### src/rtl/seven_seg_scan_ctrl_if.sv
// Host-side bundle for seven_seg_scan_ctrl: shadow-buffer writes and the commit handshake.
interface seven_seg_scan_ctrl_if #(
  parameter int AW = 2
);
  logic          wr_valid;
  logic          wr_ready;
  logic [AW-1:0] wr_addr;
  logic [4:0]    wr_data;
  logic          commit_req;
  logic          commit_ack;

  modport master (
    output wr_valid, wr_addr, wr_data, commit_req,
    input  wr_ready, commit_ack
  );

  modport slave (
    input  wr_valid, wr_addr, wr_data, commit_req,
    output wr_ready, commit_ack
  );
endinterface

### src/rtl/seven_seg_scan_ctrl.sv
// Multiplexed seven-segment scanner with double-buffered digit codes and frame-aligned commit.
// Optional per-slot blanking interval enabled by defining SCAN_BLANK_EN.
//
// state   | meaning
// S_IDLE  | held in reset; the first edge after release opens the digit-0 slot
// S_BLANK | (SCAN_BLANK_EN only) start of a slot, all anodes off, decoder blank
// S_SCAN  | current digit driven with its active code
module seven_seg_scan_ctrl #(
  parameter int NUM_DIGITS   = 4,
  parameter int TICK_DIV     = 50000,
  parameter int BLANK_CYCLES = 1000,
  parameter int AW           = (NUM_DIGITS > 2) ? $clog2(NUM_DIGITS) : 1
) (
  input  logic                  clk,
  input  logic                  rst_n,
  seven_seg_scan_ctrl_if.slave  host,
  output logic [4:0]            dec_code,
  output logic [NUM_DIGITS-1:0] anode_n,
  output logic                  frame_start
);

  localparam int              PW         = $clog2(TICK_DIV);
  localparam logic [PW-1:0]   PCNT_LAST  = PW'(TICK_DIV - 1);
  localparam logic [AW-1:0]   DIDX_LAST  = AW'(NUM_DIGITS - 1);
  localparam logic [4:0]      CODE_BLANK = 5'h10;

  if (NUM_DIGITS < 2 || NUM_DIGITS > 8) begin : g_bad_num_digits
    $error("NUM_DIGITS must be within 2..8");
  end
  if (TICK_DIV < 2) begin : g_bad_tick_div
    $error("TICK_DIV must be at least 2");
  end
  if (BLANK_CYCLES < 1 || BLANK_CYCLES >= TICK_DIV) begin : g_bad_blank
    $error("BLANK_CYCLES must be within 1..TICK_DIV-1");
  end

`ifdef SCAN_BLANK_EN
  localparam logic [PW-1:0] BLANK_LAST = PW'(BLANK_CYCLES);
  typedef enum logic [1:0] {S_IDLE = 2'd0, S_BLANK = 2'd1, S_SCAN = 2'd2} state_t;
`else
  typedef enum logic {S_IDLE = 1'b0, S_SCAN = 1'b1} state_t;
`endif

  state_t                  state, state_nxt;
  logic [PW-1:0]           pcnt, pcnt_nxt;
  logic [AW-1:0]           didx, didx_nxt;
  logic                    commit_pending, pending_nxt;
  logic                    commit_ack_q;
  logic [4:0]              shadow [NUM_DIGITS];
  logic [4:0]              active [NUM_DIGITS];

  logic                    slot_start;
  logic                    frame_nxt;
  logic                    do_copy;
  logic [4:0]              code_sel;
  logic [4:0]              dec_nxt;
  logic [NUM_DIGITS-1:0]   anode_nxt;
  logic                    wr_fire;

  assign host.wr_ready   = !commit_pending;
  assign host.commit_ack = commit_ack_q;
  assign wr_fire = host.wr_valid && !commit_pending && (32'(host.wr_addr) < NUM_DIGITS);

  always_comb begin
    slot_start = (state == S_IDLE) || (pcnt == PCNT_LAST);
    pcnt_nxt   = slot_start ? '0 : pcnt + 1'b1;
    didx_nxt   = didx;
    if (state == S_IDLE) begin
      didx_nxt = '0;
    end else if (pcnt == PCNT_LAST) begin
      didx_nxt = (didx == DIDX_LAST) ? '0 : didx + 1'b1;
    end
    frame_nxt = slot_start && (didx_nxt == '0);
    // A request sampled on the wrap edge itself still makes this frame's copy.
    do_copy     = frame_nxt && (commit_pending || host.commit_req);
    pending_nxt = !do_copy && (commit_pending || host.commit_req);

    state_nxt = state;
`ifdef SCAN_BLANK_EN
    if (slot_start) begin
      state_nxt = S_BLANK;
    end else if (state == S_BLANK && pcnt_nxt == BLANK_LAST) begin
      state_nxt = S_SCAN;
    end
`else
    if (slot_start) begin
      state_nxt = S_SCAN;
    end
`endif

    code_sel  = do_copy ? shadow[didx_nxt] : active[didx_nxt];
    dec_nxt   = CODE_BLANK;
    anode_nxt = '1;
    if (state_nxt == S_SCAN) begin
      dec_nxt   = code_sel;
      anode_nxt = ~(NUM_DIGITS'(1) << didx_nxt);
    end
  end

  always_ff @(posedge clk or negedge rst_n) begin
    if (!rst_n) begin
      state          <= S_IDLE;
      pcnt           <= '0;
      didx           <= '0;
      commit_pending <= 1'b0;
      commit_ack_q   <= 1'b0;
      frame_start    <= 1'b0;
      dec_code       <= CODE_BLANK;
      anode_n        <= '1;
    end else begin
      state          <= state_nxt;
      pcnt           <= pcnt_nxt;
      didx           <= didx_nxt;
      commit_pending <= pending_nxt;
      commit_ack_q   <= do_copy;
      frame_start    <= frame_nxt;
      dec_code       <= dec_nxt;
      anode_n        <= anode_nxt;
    end
  end

  // Copy reads the pre-edge shadow, so a write landing on the same edge is not included.
  always_ff @(posedge clk or negedge rst_n) begin
    if (!rst_n) begin
      for (int i = 0; i < NUM_DIGITS; i++) begin
        shadow[i] <= CODE_BLANK;
        active[i] <= CODE_BLANK;
      end
    end else begin
      if (do_copy) begin
        active <= shadow;
      end
      if (wr_fire) begin
        shadow[host.wr_addr] <= host.wr_data;
      end
    end
  end

endmodule

### src/flat_wrapper.sv
// flat-port wrapper written by rule: the top's interface ports become plain ports
module seven_seg_scan_ctrl_flat 
#(
  parameter int NUM_DIGITS   = 4,
  parameter int TICK_DIV     = 50000,
  parameter int BLANK_CYCLES = 1000,
  parameter int AW           = (NUM_DIGITS > 2) ? $clog2(NUM_DIGITS) : 1
)
  (clk, rst_n, dec_code, anode_n, frame_start, host_wr_valid, host_wr_addr, host_wr_data, host_commit_req, host_wr_ready, host_commit_ack);
  seven_seg_scan_ctrl_if #(.AW(AW)) host_i ();
  input  logic clk;
  input  logic rst_n;
  output logic [4:0] dec_code;
  output logic [NUM_DIGITS-1:0] anode_n;
  output logic frame_start;
  input wire logic [$bits(host_i.wr_valid)-1:0] host_wr_valid;
  input wire logic [$bits(host_i.wr_addr)-1:0] host_wr_addr;
  input wire logic [$bits(host_i.wr_data)-1:0] host_wr_data;
  input wire logic [$bits(host_i.commit_req)-1:0] host_commit_req;
  output wire logic [$bits(host_i.wr_ready)-1:0] host_wr_ready;
  output wire logic [$bits(host_i.commit_ack)-1:0] host_commit_ack;
  assign host_i.wr_valid = host_wr_valid;
  assign host_i.wr_addr = host_wr_addr;
  assign host_i.wr_data = host_wr_data;
  assign host_i.commit_req = host_commit_req;
  assign host_wr_ready = host_i.wr_ready;
  assign host_commit_ack = host_i.commit_ack;
  seven_seg_scan_ctrl #(.NUM_DIGITS(NUM_DIGITS), .TICK_DIV(TICK_DIV), .BLANK_CYCLES(BLANK_CYCLES), .AW(AW)) u_core (.clk(clk), .rst_n(rst_n), .host(host_i), .dec_code(dec_code), .anode_n(anode_n), .frame_start(frame_start));
endmodule
### config.mk
export PLATFORM = sky130hd
export DESIGN_NAME = seven_seg_scan_ctrl_flat
export DESIGN_NICKNAME = d
export VERILOG_FILES = /design/src/rtl/seven_seg_scan_ctrl_if.sv /design/src/rtl/seven_seg_scan_ctrl.sv /design/src/flat_wrapper.sv
export SDC_FILE = /design/constraint.sdc
export NUM_CORES = 1
export LEC_CHECK = 0
export CAP_MARGIN = 40
export CORE_MARGIN = 1
export CORE_UTILIZATION = 60
export CTS_CLUSTER_SIZE = 14
export DETAILED_ROUTE_END_ITERATION = 10
export GPL_ROUTABILITY_DRIVEN = 1
export PLACE_DENSITY = 0.92
export SYNTH_ARGS = -nofsm -noshare
export SYNTH_HDL_FRONTEND = slang
export SYNTH_SLANG_ARGS = --single-unit
### constraint.sdc
create_clock -name clk -period 6.9 [get_ports clk]
set_input_delay 1.38 -clock clk [delete_from_list [all_inputs] [get_ports clk]]
set_output_delay 1.38 -clock clk [all_outputs]
set_load 0.01 [all_outputs]
Word level (Yosys, flattened, before mapping):

Cells that the tools add are included.

* $add $sub $neg: 2
* order comparisons: 3
* equality and inequality tests: 2
* shift operators: 1
* multiplexer cells: 17
* bitwise gates (word level): 4
* reduce and logical (&&, ||, !) cells: 10

Operator list (count)
* 2-to-1 mux 5 bit: 7
* binary-select mux 5 bit (select 2 bit): 2
* bitwise mux 20 bit: 1
* adder 16 x 1 -> 16 bit (second input constant): 1
* == test 16 bit (second input constant): 1
* 2-to-1 mux 16 bit: 1
* demux 5 bit (select 2 bit): 1
* greater-or-equal comparator 3 bit (second input constant): 2
* 2-to-1 mux 2 bit: 3
* NOT 2 -> 3 bit: 2
* logical AND 1 bit: 5
* 2-to-1 mux 4 bit: 1
* NOT 4 bit: 1
* << shifter 1 x 2 -> 4 bit (first input constant): 1
* less-than comparator 3 x 1 -> 1 bit (second input constant): 1
* adder 2 x 1 -> 2 bit (second input constant): 1
* == test 2 bit (second input constant): 1
* zero test 1 bit: 2
* zero test 2 bit: 1
* logical OR 1 bit: 2
* 2-to-1 mux 1 bit: 1
* NOT 1 bit: 1

* flip-flop bits (word level): 71
* bits of input ports: 11

Depth between registers and ports, before layout:

Gate-level depths: netlist (run 1).

* depth in word-level cells: 10
* gate-level depth with buffers: 8

Worst setup path after synthesis (run 1):

OpenSTA, ideal clock, no wires.

* path kind: input port to flip-flop
* from: input port host_wr_valid
* to: register u_core.shadow[15] in the netlist's numbering
* data arrival time: 2.453 ns
* data required time: 6.775 ns
* slack: 4.322 ns
* cell stages on the path: 3
* path buffers: 0
* path through: nor2b_1 > nor3b_1 > mux2_2

* word-level cells in the longest chain between the ends: 1

RTL lines
* start, declared: line flat_wrapper.sv:16 `input wire logic [$bits(host_i.wr_valid)-1:0] host_wr_valid;`
* logical AND 1 bit: line seven_seg_scan_ctrl.sv:62 `assign wr_fire = host.wr_valid && !commit_pending && (32'(host.wr_addr) < NUM_DIGITS);`
* end signal, assigned by index: line seven_seg_scan_ctrl.sv:134 `shadow[host.wr_addr] <= host.wr_data;`
* end, declared: line seven_seg_scan_ctrl.sv:49 `logic [4:0] shadow [NUM_DIGITS];`

Every way passes these cells.
A chain may end at the register's enable or synchronous reset.

Worst setup path after layout (run 1):

* from: input port host_wr_valid
* to: register u_core.shadow[17] in the netlist's numbering

Same word-level chain as after synthesis.

==> impl_metrics.json, run 1 <==
{
  "post_cts_buffers": 0,
  "use_met2": 0.447,
  "synth_fa_ha_area_frac": 0.00770,
  "placed_area_um2": 3520,
  "hold_buffers": 0,
  "cts_sinks": 71,
  "wl_per_cell_um": 16.6,
  "clock_latency_ns": 0.35,
  "p_clk_frac": 0.339,
  "final_nets": 351,
  "grt_max_degree": 72,
  "status": "completed",
  "seqCellArea_um2": 1790,
  "io_buffers": 22,
  "globalplace.congestion": 0.810,
  "grt_pass1_wl_um": 11100,
  "seq_area_frac_synth": 0.552,
  "hold_violations": 0,
  "hp-class": "reg -> reg",
  "seq_power_share": 0.530,
  "min_period_over_period": 0.420,
  "wl_um": 6860,
  "remaining_drc_errors": 0,
  "multiInputGateArea_um2": 1390,
  "cp_slowest_cell": "nor3b_1",
  "syn_inst": 313,
  "drt-vias-per-instance": 5.84,
  "async_reset_ff_frac": 1.00,
  "setup_tns_ns": 0,
  "slew_violations": 0,
  "cts_buffer_depth": 2,
  "fill_cells": 377,
  "hold_depth": 2,
  "dpl.hpwl_um": 4620,
  "ys_ff_latch": 71,
  "cts-buffers-inserted": 9,
  "antennaDiodeCount": 0,
  "syn_to_final_growth_pct": 14.6,
  "cts_root_buffer": "clkbuf_8",
  "relSlewSlack": 0.429,
  "die-height_um": 75.6,
  "overflow": 0,
  "synth_mux_area_frac": 0.0781,
  "syn_avg_cell_area_um2": 10.4,
  "drt_iter0_drc": 160,
  "grt_pass1_vias": 2345,
  "critPathKind": "in -> reg",
  "rsz0062_at_grt": "no",
  "drt_pass1_iterations": 4,
  "fin_ws_ns": 4.01,
  "top_usage_layer": "met2",
  "ios": 23,
  "final_antenna_net_count": 0,
  "powerDensity_nw_per_um2": 270,
  "switching_share": 0.252,
  "fin_hold_ws_ns": 0.459,
  "synth_cell_type_count": 44,
  "setup_viol": 0,
  "start_kind": "input pin",
  "die_x_um": 75.6,
  "rr_worst_depth": 7,
  "fmax_ghz": 0.345,
  "p_int_mw": 0.753,
  "synth_xor_area_frac": 0.0350,
  "total_power_mw": 1.01,
  "min_period_ns": 2.89,
  "cp.required_ns": 7.13,
  "p_leak_nw": 1.64,
  "p_switching_mw": 0.254,
  "synth_top_family_by_area": "simple AND/OR/NAND/NOR gates",
  "skew_ns": 0.00553,
  "synthesis.area_um2": 3250,
  "ir_drop_mv": 0.263,
  "crit_path_max_fanout": 5,
  "pre_cts_ws_ns": 3.68,
  "maxCapViolCount": 0,
  "rows": 26,
  "ys_warn_count": 0,
  "met3_usage": 0.0807,
  "dieArea_um2": 5720,
  "antenna_found_initial": 0,
  "ctsResizeCount": 0,
  "pwr-share-comb": 0.131,
  "stdcell_count": 413,
  "vias": 2412,
  "dpl.cell_count": 397,
  "final_util": 0.720,
  "worstPathArrival_ns": 3.13,
  "coreArea_um2": 5170,
  "ys.flop_type": "dfrtp_1",
  "h-tree-depth": 3,
  "synth-simple-area-share": 0.224,
  "cts_tree": "built",
  "initial_core_util": 0.628,
  "synth-edff-count": 0,
  "clkTransAtPathRegs_ns": 0.07,
  "drive_gt1_frac": 0.163,
  "r2r_slack_ns": 4.03,
  "critPathMaxStageDelay_ns": 0.65,
  "synth_nets": 326,
  "grt_usage": 0.268,
  "fin_area_um2": 3730,
  "worstPathCellList": "clkdlybuf4s50_1 > nor2b_1 > nor3b_1 > mux2_2",
  "worst_pin_slew_ns": 0.857,
  "grtUsageMet1": 0.329,
  "cp-end-kind": "flip-flop",
  "synth_compound_area_frac": 0.0804
}
[Yosys cell counts, types with 3 or more instances]
cell type	count	share of area
o32a_1	5	0.015
dfrtp_1	58	0.45
o2111ai_1	4	0.011
o41ai_1	4	0.011
a21oi_1	7	0.011
mux2_2	20	0.069
nand2_1	78	0.090
nand2b_1	7	0.013
o21ai_0	7	0.011
xor2_1	8	0.022
nand3_1	7	0.011
o211ai_1	4	0.0092
and3_1	5	0.0096
inv_1	3	0.0035
nor2_1	30	0.035
clkbuf_1	6	0.0069
nor3b_1	6	0.014
xnor2_1	5	0.013
nand4_1	4	0.0077
dfstp_2	13	0.11
[metal layers]
metal,share of wire,up-vias
met2,0.51,63
met4,0.025,0
met1,0.41,1193
met5,0,-
met3,0.053,15
li1,-,1141
[power groups by stage]
stage / clock, mW / sequential [mW] / combinational (mW)
2_1_floorplan: 0 / 0.526 / 0.0821
3_3_place_gp: 0 / 0.535 / 0.123
3_5_place_dp: 0 / 0.539 / 0.130
4_1_cts: 0.346 / 0.533 / 0.133
5_1_grt: 0.364 / 0.541 / 0.147
6_report: 0.341 / 0.534 / 0.131
[placed cells by master, fill, tap and decap left out, types with 6 or more instances in the layout]
master           count
dfstp_2             13
xor2_1               8
mux2_2              20
dfrtp_1             58
o21ai_0              7
nor2_1              30
clkbuf_8            12
a21oi_1              7
nor3b_1              6
nand3_1              7
nand2_1             78
clkdlybuf4s50_1     21
nand2b_1             7
[worst paths after layout]
| kind | from | end |
|---|---|---|
| worst max-delay path | host_wr_valid | u_core.shadow[17]$_DFFE_PN0P_ |
| worst min-delay path | u_core.shadow[14]$_DFFE_PN1P_ | u_core.active[14]$_DFFE_PN1N_ |
| worst max register to register | u_core.pcnt[5]$_DFF_PN0_ | u_core.dec_code[3]$_DFF_PN0_ |
| worst min register to register | u_core.shadow[14]$_DFFE_PN1P_ | u_core.active[14]$_DFFE_PN1N_ |
| max in group asynchronous | rst_n | u_core.active[3]$_DFFE_PN0N_ |
| min in group asynchronous | rst_n | u_core.pcnt[15]$_DFF_PN0_ |
[area by class of cell]
type / count / share of cell area
Multi-Input combinational cell: 227 / 0.372
Clock inverter: 2 / 0.0101
Sequential cell: 71 / 0.481
Tap cell: 70 / 0.0235
Clock buffer: 14 / 0.0463
Timing Repair Buffer: 24 / 0.0618
Inverter: 5 / 0.00504
[flip-flops by register name, indices dropped and copies added (netlist names)]
name	cells
u_core.active	20
u_core.shadow	20
u_core.pcnt	16
u_core.dec_code	5
u_core.anode_n	4
u_core.didx	2
u_core.commit_pending	1
u_core.frame_start	1
u_core.host.commit_ack	1
u_core.state	1
[worst max-delay path, delay by kind of cell]
family	cells	cell delay, ns
buffers and inverters	1	0.44
muxes	1	0.42
and+or+nand+nor	2	0.89
[kinds of logic (layout without fill, tap and decap cells)]
group	after synthesis	count (layout)
buffers and inverters	15	45
other	1	1
xor gates and xnor gates	13	13
adders and majority gates	2	2
and+or+nand+nor	153	153
muxes	22	22
DFF	71	71
AOI/OAI and AO/OA	36	36
Power figures use the tool's default switching activity.
==> run 2: changes to the inputs <==
--- a/config.mk
+++ b/config.mk
@@ -7,11 +7,11 @@
 export LEC_CHECK = 0
 export CAP_MARGIN = 40
 export CORE_MARGIN = 1
-export CORE_UTILIZATION = 60
+export CORE_UTILIZATION = 58
 export CTS_CLUSTER_SIZE = 14
 export DETAILED_ROUTE_END_ITERATION = 10
 export GPL_ROUTABILITY_DRIVEN = 1
-export PLACE_DENSITY = 0.92
+export PLACE_DENSITY = 0.9
 export SYNTH_ARGS = -nofsm -noshare
 export SYNTH_HDL_FRONTEND = slang
 export SYNTH_SLANG_ARGS = --single-unit
==> constraint.sdc (replaced) <==
create_clock -name clk -period 2.7 [get_ports clk]
set_input_delay 0.54 -clock clk [delete_from_list [all_inputs] [get_ports clk]]
set_output_delay 0.54 -clock clk [all_outputs]
set_load 0.01 [all_outputs]
==> impl_metrics.json, run 2 (synthesis gave the netlist of run 1 again) <==
{
  "start_kind": "flip-flop",
  "rows": 26,
  "fill_cells": 360,
  "hp-class": "in -> async",
  "grtUsageMet1": 0.348,
  "wl_per_cell_um": 15.8,
  "top_usage_layer": "met2",
  "ios": 23,
  "cts_root_buffer": "clkbuf_8",
  "pre_cts_ws_ns": 0.316,
  "cts_tree": "built",
  "critPathKind": "reg -> reg",
  "pwr-share-comb": 0.133,
  "final_util": 0.718,
  "drt-vias-per-instance": 5.90,
  "rsz0062_at_grt": "no",
  "coreArea_um2": 5240,
  "remaining_drc_errors": 0,
  "p_switching_mw": 0.745,
  "worst_pin_slew_ns": 0.553,
  "dpl.hpwl_um": 4570,
  "grt_pass1_vias": 2276,
  "use_met2": 0.360,
  "dieArea_um2": 5910,
  "final_nets": 356,
  "post_cts_buffers": 0,
  "grt_usage": 0.245,
  "antenna_found_initial": 0,
  "globalplace.congestion": 0.915,
  "total_power_mw": 2.53,
  "clkTransAtPathRegs_ns": 0.09,
  "h-tree-depth": 3,
  "cp.required_ns": 2.96,
  "powerDensity_nw_per_um2": 674,
  "switching_share": 0.294,
  "worstPathCellList": "or4b_4 > nor4_4 > mux2i_2 > o21ai_0 > o211ai_1",
  "setup_viol": 0,
  "overflow": 0,
  "setup_tns_ns": 0,
  "mostFrequentLayoutCell": "nand2_1",
  "status": "completed",
  "final_cell_mix": "nand2_1, dfrtp_1, nor2_1",
  "grt_max_degree": 48,
  "drt_pass1_iterations": 4,
  "syn_to_final_growth_pct": 15.6,
  "slew_violations": 0,
  "fin_hold_ws_ns": 0.167,
  "worstPathArrival_ns": 2.72,
  "cp_slowest_cell": "or4b_4",
  "min_period_over_period": 0.911,
  "clock_latency_ns": 0.36,
  "fin_ws_ns": 0.240,
  "drt_iter0_drc": 295,
  "critPathMaxStageDelay_ns": 0.58,
  "io_buffers": 22,
  "final_antenna_net_count": 0,
  "met3_usage": 0.0738,
  "cts_sinks": 71,
  "cts_buffer_depth": 2,
  "reg.largest.list": "u_core.active: 20 flops, u_core.shadow: 20 flops, u_core.pcnt: 16 flops",
  "ir_drop_mv": 0.492,
  "placed_area_um2": 3570,
  "cp-end-kind": "flip-flop",
  "ctsResizeCount": 0,
  "die_x_um": 76.9,
  "antennaDiodeCount": 0,
  "crit_path_max_fanout": 10,
  "cts-buffers-inserted": 9,
  "drive_gt1_frac": 0.181,
  "wl_um": 6590,
  "p_leak_nw": 1.67,
  "stdcell_count": 418,
  "hold_buffers": 0,
  "relSlewSlack": 0.631,
  "die-height_um": 76.9,
  "seq_power_share": 0.538,
  "grt_pass1_wl_um": 11000,
  "p_int_mw": 1.79,
  "vias": 2465,
  "p_clk_frac": 0.328,
  "dpl.cell_count": 402,
  "min_period_ns": 2.46,
  "initial_core_util": 0.621,
  "maxCapViolCount": 0,
  "fin_area_um2": 3760,
  "skew_ns": 0.0109,
  "hold_violations": 0,
  "fmax_ghz": 0.407
}
==> run 2: worst paths after layout <==
check                                        startpoint                             to  slack (ns)  cells after the start
setup / recovery              u_core.pcnt[10]$_DFF_PN0_   u_core.dec_code[1]$_DFF_PN0_        0.24                      5
hold / removal                                    rst_n       u_core.pcnt[9]$_DFF_PN0_        0.17                      1
setup reg to reg              u_core.pcnt[10]$_DFF_PN0_   u_core.dec_code[1]$_DFF_PN0_        0.24                      5
hold reg to reg            u_core.shadow[4]$_DFFE_PN1P_   u_core.active[4]$_DFFE_PN1N_        0.45                      2
max in group asynchronous                         rst_n  u_core.active[19]$_DFFE_PN1N_        1.85                      2
min in group clk           u_core.shadow[4]$_DFFE_PN1P_   u_core.active[4]$_DFFE_PN1N_        0.45                      2
==> run 2: power groups by stage <==
stage,clock network [mW],logic [mW],registers [mW]
finish,0.832,0.338,1.36
global route,0.898,0.376,1.38
CTS,0.849,0.340,1.36
detailed placement,0,0.338,1.38
global placement,0,0.321,1.37
floorplan,0,0.210,1.34
==> run 2: final cells by class <==
class | count | area, um^2 | share of cell area
sequential | 71 | 1790 | 0.477
multi-input combinational | 227 | 1390 | 0.369
timing repair buffer | 29 | 280 | 0.0746
clock buffer | 9 | 124 | 0.0330
tap | 70 | 87.6 | 0.0233
clock inverter | 7 | 68.8 | 0.0183
inverter | 5 | 18.8 | 0.00499
==> run 2: routing by layer <==
| layer | vias up | part of all wire | wire, um |
|---|---|---|---|
| li1 | 1152 | - | - |
| met1 | 1202 | 0.46 | 3060 |
| met2 | 95 | 0.45 | 2990 |
| met3 | 16 | 0.065 | 426 |
| met4 | 0 | 0.017 | 112 |
| met5 | - | 0 | 0 |
==> run 2: worst max-delay path, delay by kind of cell, from the launching register on <==
kind / cells / cell delay [ns]
multiplexers: 1 / 0.51
AND/OR/NAND/NOR: 2 / 1.00
AO/OA/AOI/OAI: 2 / 0.40
flip-flops: 1 / 0.45
==> run 3: changes to the inputs <==
==> constraint.sdc (replaced) <==
create_clock -name clk -period 2.7 [get_ports clk]
set_input_delay 0.675 -clock clk [delete_from_list [all_inputs] [get_ports clk]]
set_output_delay 0.675 -clock clk [all_outputs]
set_load 0.01 [all_outputs]
==> impl_metrics.json, run 3 (synthesis gave the netlist of run 1 again) <==
{
  "status": "completed",
  "min_period_over_period": 0.928,
  "rr_startpoint": "u_core.pcnt[5]$_DFF_PN0_",
  "critPathKind": "reg -> reg",
  "clkTransAtPathRegs_ns": 0.08,
  "min_period_ns": 2.50,
  "final_nets": 355,
  "final_cell_mix": "nand2_1, dfrtp_1, nor2_1",
  "rows": 26,
  "hold_violations": 0,
  "critPathMaxStageDelay_ns": 0.62,
  "fin_hold_ws_ns": 0.366,
  "drt_pass1_iterations": 4,
  "start_kind": "flip-flop",
  "fmax_ghz": 0.399,
  "slew_violations": 0,
  "drt_iter0_drc": 356,
  "dpl.hpwl_um": 4680,
  "final_antenna_net_count": 0,
  "ir_drop_mv": 0.495,
  "h-tree-depth": 3,
  "cts_tree": "built",
  "ios": 23,
  "cts_sinks": 71,
  "clock_latency_ns": 0.36,
  "io_buffers": 22,
  "cp_slowest_cell": "or4b_1",
  "grt_max_degree": 41,
  "wl_per_cell_um": 16.0,
  "drive_gt1_frac": 0.179,
  "cts_buffer_depth": 2,
  "multiInputGateArea_um2": 1390,
  "stdcell_count": 417,
  "die_x_um": 76.9,
  "ctsResizeCount": 0,
  "initial_core_util": 0.621,
  "antennaDiodeCount": 0,
  "drt-vias-per-instance": 5.77,
  "die-height_um": 76.9,
  "p_leak_nw": 1.66,
  "coreArea_um2": 5240,
  "p_int_mw": 1.77,
  "remaining_drc_errors": 0,
  "dpl.cell_count": 401,
  "worst_pin_slew_ns": 0.715,
  "p_switching_mw": 0.719,
  "dieArea_um2": 5910,
  "p_clk_frac": 0.320,
  "cp-end-kind": "flip-flop",
  "seq_power_share": 0.546,
  "worstPathArrival_ns": 2.73,
  "startpoint": "u_core.pcnt[5]$_DFF_PN0_",
  "reg.largest.list": "u_core.active: 20 flops, u_core.shadow: 20 flops, u_core.pcnt: 16 flops",
  "wl_um": 6650,
  "fill_cells": 368,
  "mostFrequentLayoutCell": "nand2_1",
  "maxCapViolCount": 0,
  "setup_viol": 0,
  "worstPathCellList": "or4b_1 > nor4_4 > buf_4 > nor3b_1 > o41ai_1 > o211ai_1",
  "pwr-share-comb": 0.134,
  "powerDensity_nw_per_um2": 665,
  "switching_share": 0.288,
  "r2r_slack_ns": 0.20,
  "grt_pass1_wl_um": 11500,
  "vias": 2407,
  "hold_buffers": 0,
  "crit_path_max_fanout": 9,
  "globalplace.congestion": 0.837,
  "syn_to_final_growth_pct": 15.3,
  "skew_ns": 0.00779,
  "seqCellArea_um2": 1790,
  "antenna_found_initial": 0,
  "overflow": 0,
  "rsz0062_at_grt": "no",
  "relSlewSlack": 0.523,
  "cts_root_buffer": "clkbuf_8",
  "hp-class": "in -> async",
  "post_cts_buffers": 0,
  "grt_usage": 0.255,
  "setup_tns_ns": 0,
  "cts-buffers-inserted": 9,
  "grt_pass1_vias": 2420,
  "cp.required_ns": 2.93
}
## run 3: cell count changes in the layout (fill, tap and decap cells not counted)
cell        previous run  this run
clkinv_4               0         3
buf_4                  6         5
inv_8                  3         2
clkinvlp_4             0         1
inv_6                  4         1
## run 3: critical path: cells and delay by family (launching register included)
family / cells / cell delay [ns]
DFF: 1 / 0.43
AOI/OAI and AO/OA: 2 / 0.59
and+or+nand+nor: 3 / 1.09
buffers and inverters: 1 / 0.26
## run 3: layout make-up
type | instances | area share
well taps | 70 | 0.0234
multi-input cells | 227 | 0.370
repair buffers | 28 | 0.0728
flip-flops and latches | 71 | 0.478
inverters | 5 | 0.00501
clock buffers | 9 | 0.0331
clock inverters | 7 | 0.0174
## run 3: per-layer routing
metal  global-route usage  vias up  part of all wire
li1                     -     1140                 -
met5                    0        -                 0
met3               0.0714       14             0.072
met1                0.341     1163              0.43
met4               0.0885        0             0.021
met2                0.401       90              0.47
## run 3: worst paths after layout
path                                            endpoint  cells after the start
max                         u_core.dec_code[1]$_DFF_PN0_                      6
min                             u_core.pcnt[8]$_DFF_PN0_                      1
max reg2reg                 u_core.dec_code[1]$_DFF_PN0_                      6
min reg2reg                u_core.active[14]$_DFFE_PN1N_                      2
max in group asynchronous  u_core.active[19]$_DFFE_PN1N_                      2
min in group clk           u_core.active[14]$_DFFE_PN1N_                      2
## run 3: per-stage QoR
step                power, mW  utilization  instance area, um^2  setup slack (ns)
CTS                      2.51        0.715                 3750             0.290
global route             2.61        0.715                 3750            0.0738
finish                   2.49        0.715                 3750             0.195
global placement         1.69        0.679                 3560             0.390
floorplan                1.55            -                 3250             0.486
detailed placement       1.71        0.679                 3560             0.300
## run 3: power by group through the flow
| stage | Combinational [mW] | Clock (mW) | Sequential, mW |
|---|---|---|---|
| floorplan | 0.210 | 0 | 1.34 |
| global placement | 0.319 | 0 | 1.37 |
| detailed placement | 0.338 | 0 | 1.38 |
| CTS | 0.340 | 0.816 | 1.36 |
| global route | 0.379 | 0.851 | 1.38 |
| finish | 0.335 | 0.797 | 1.36 |
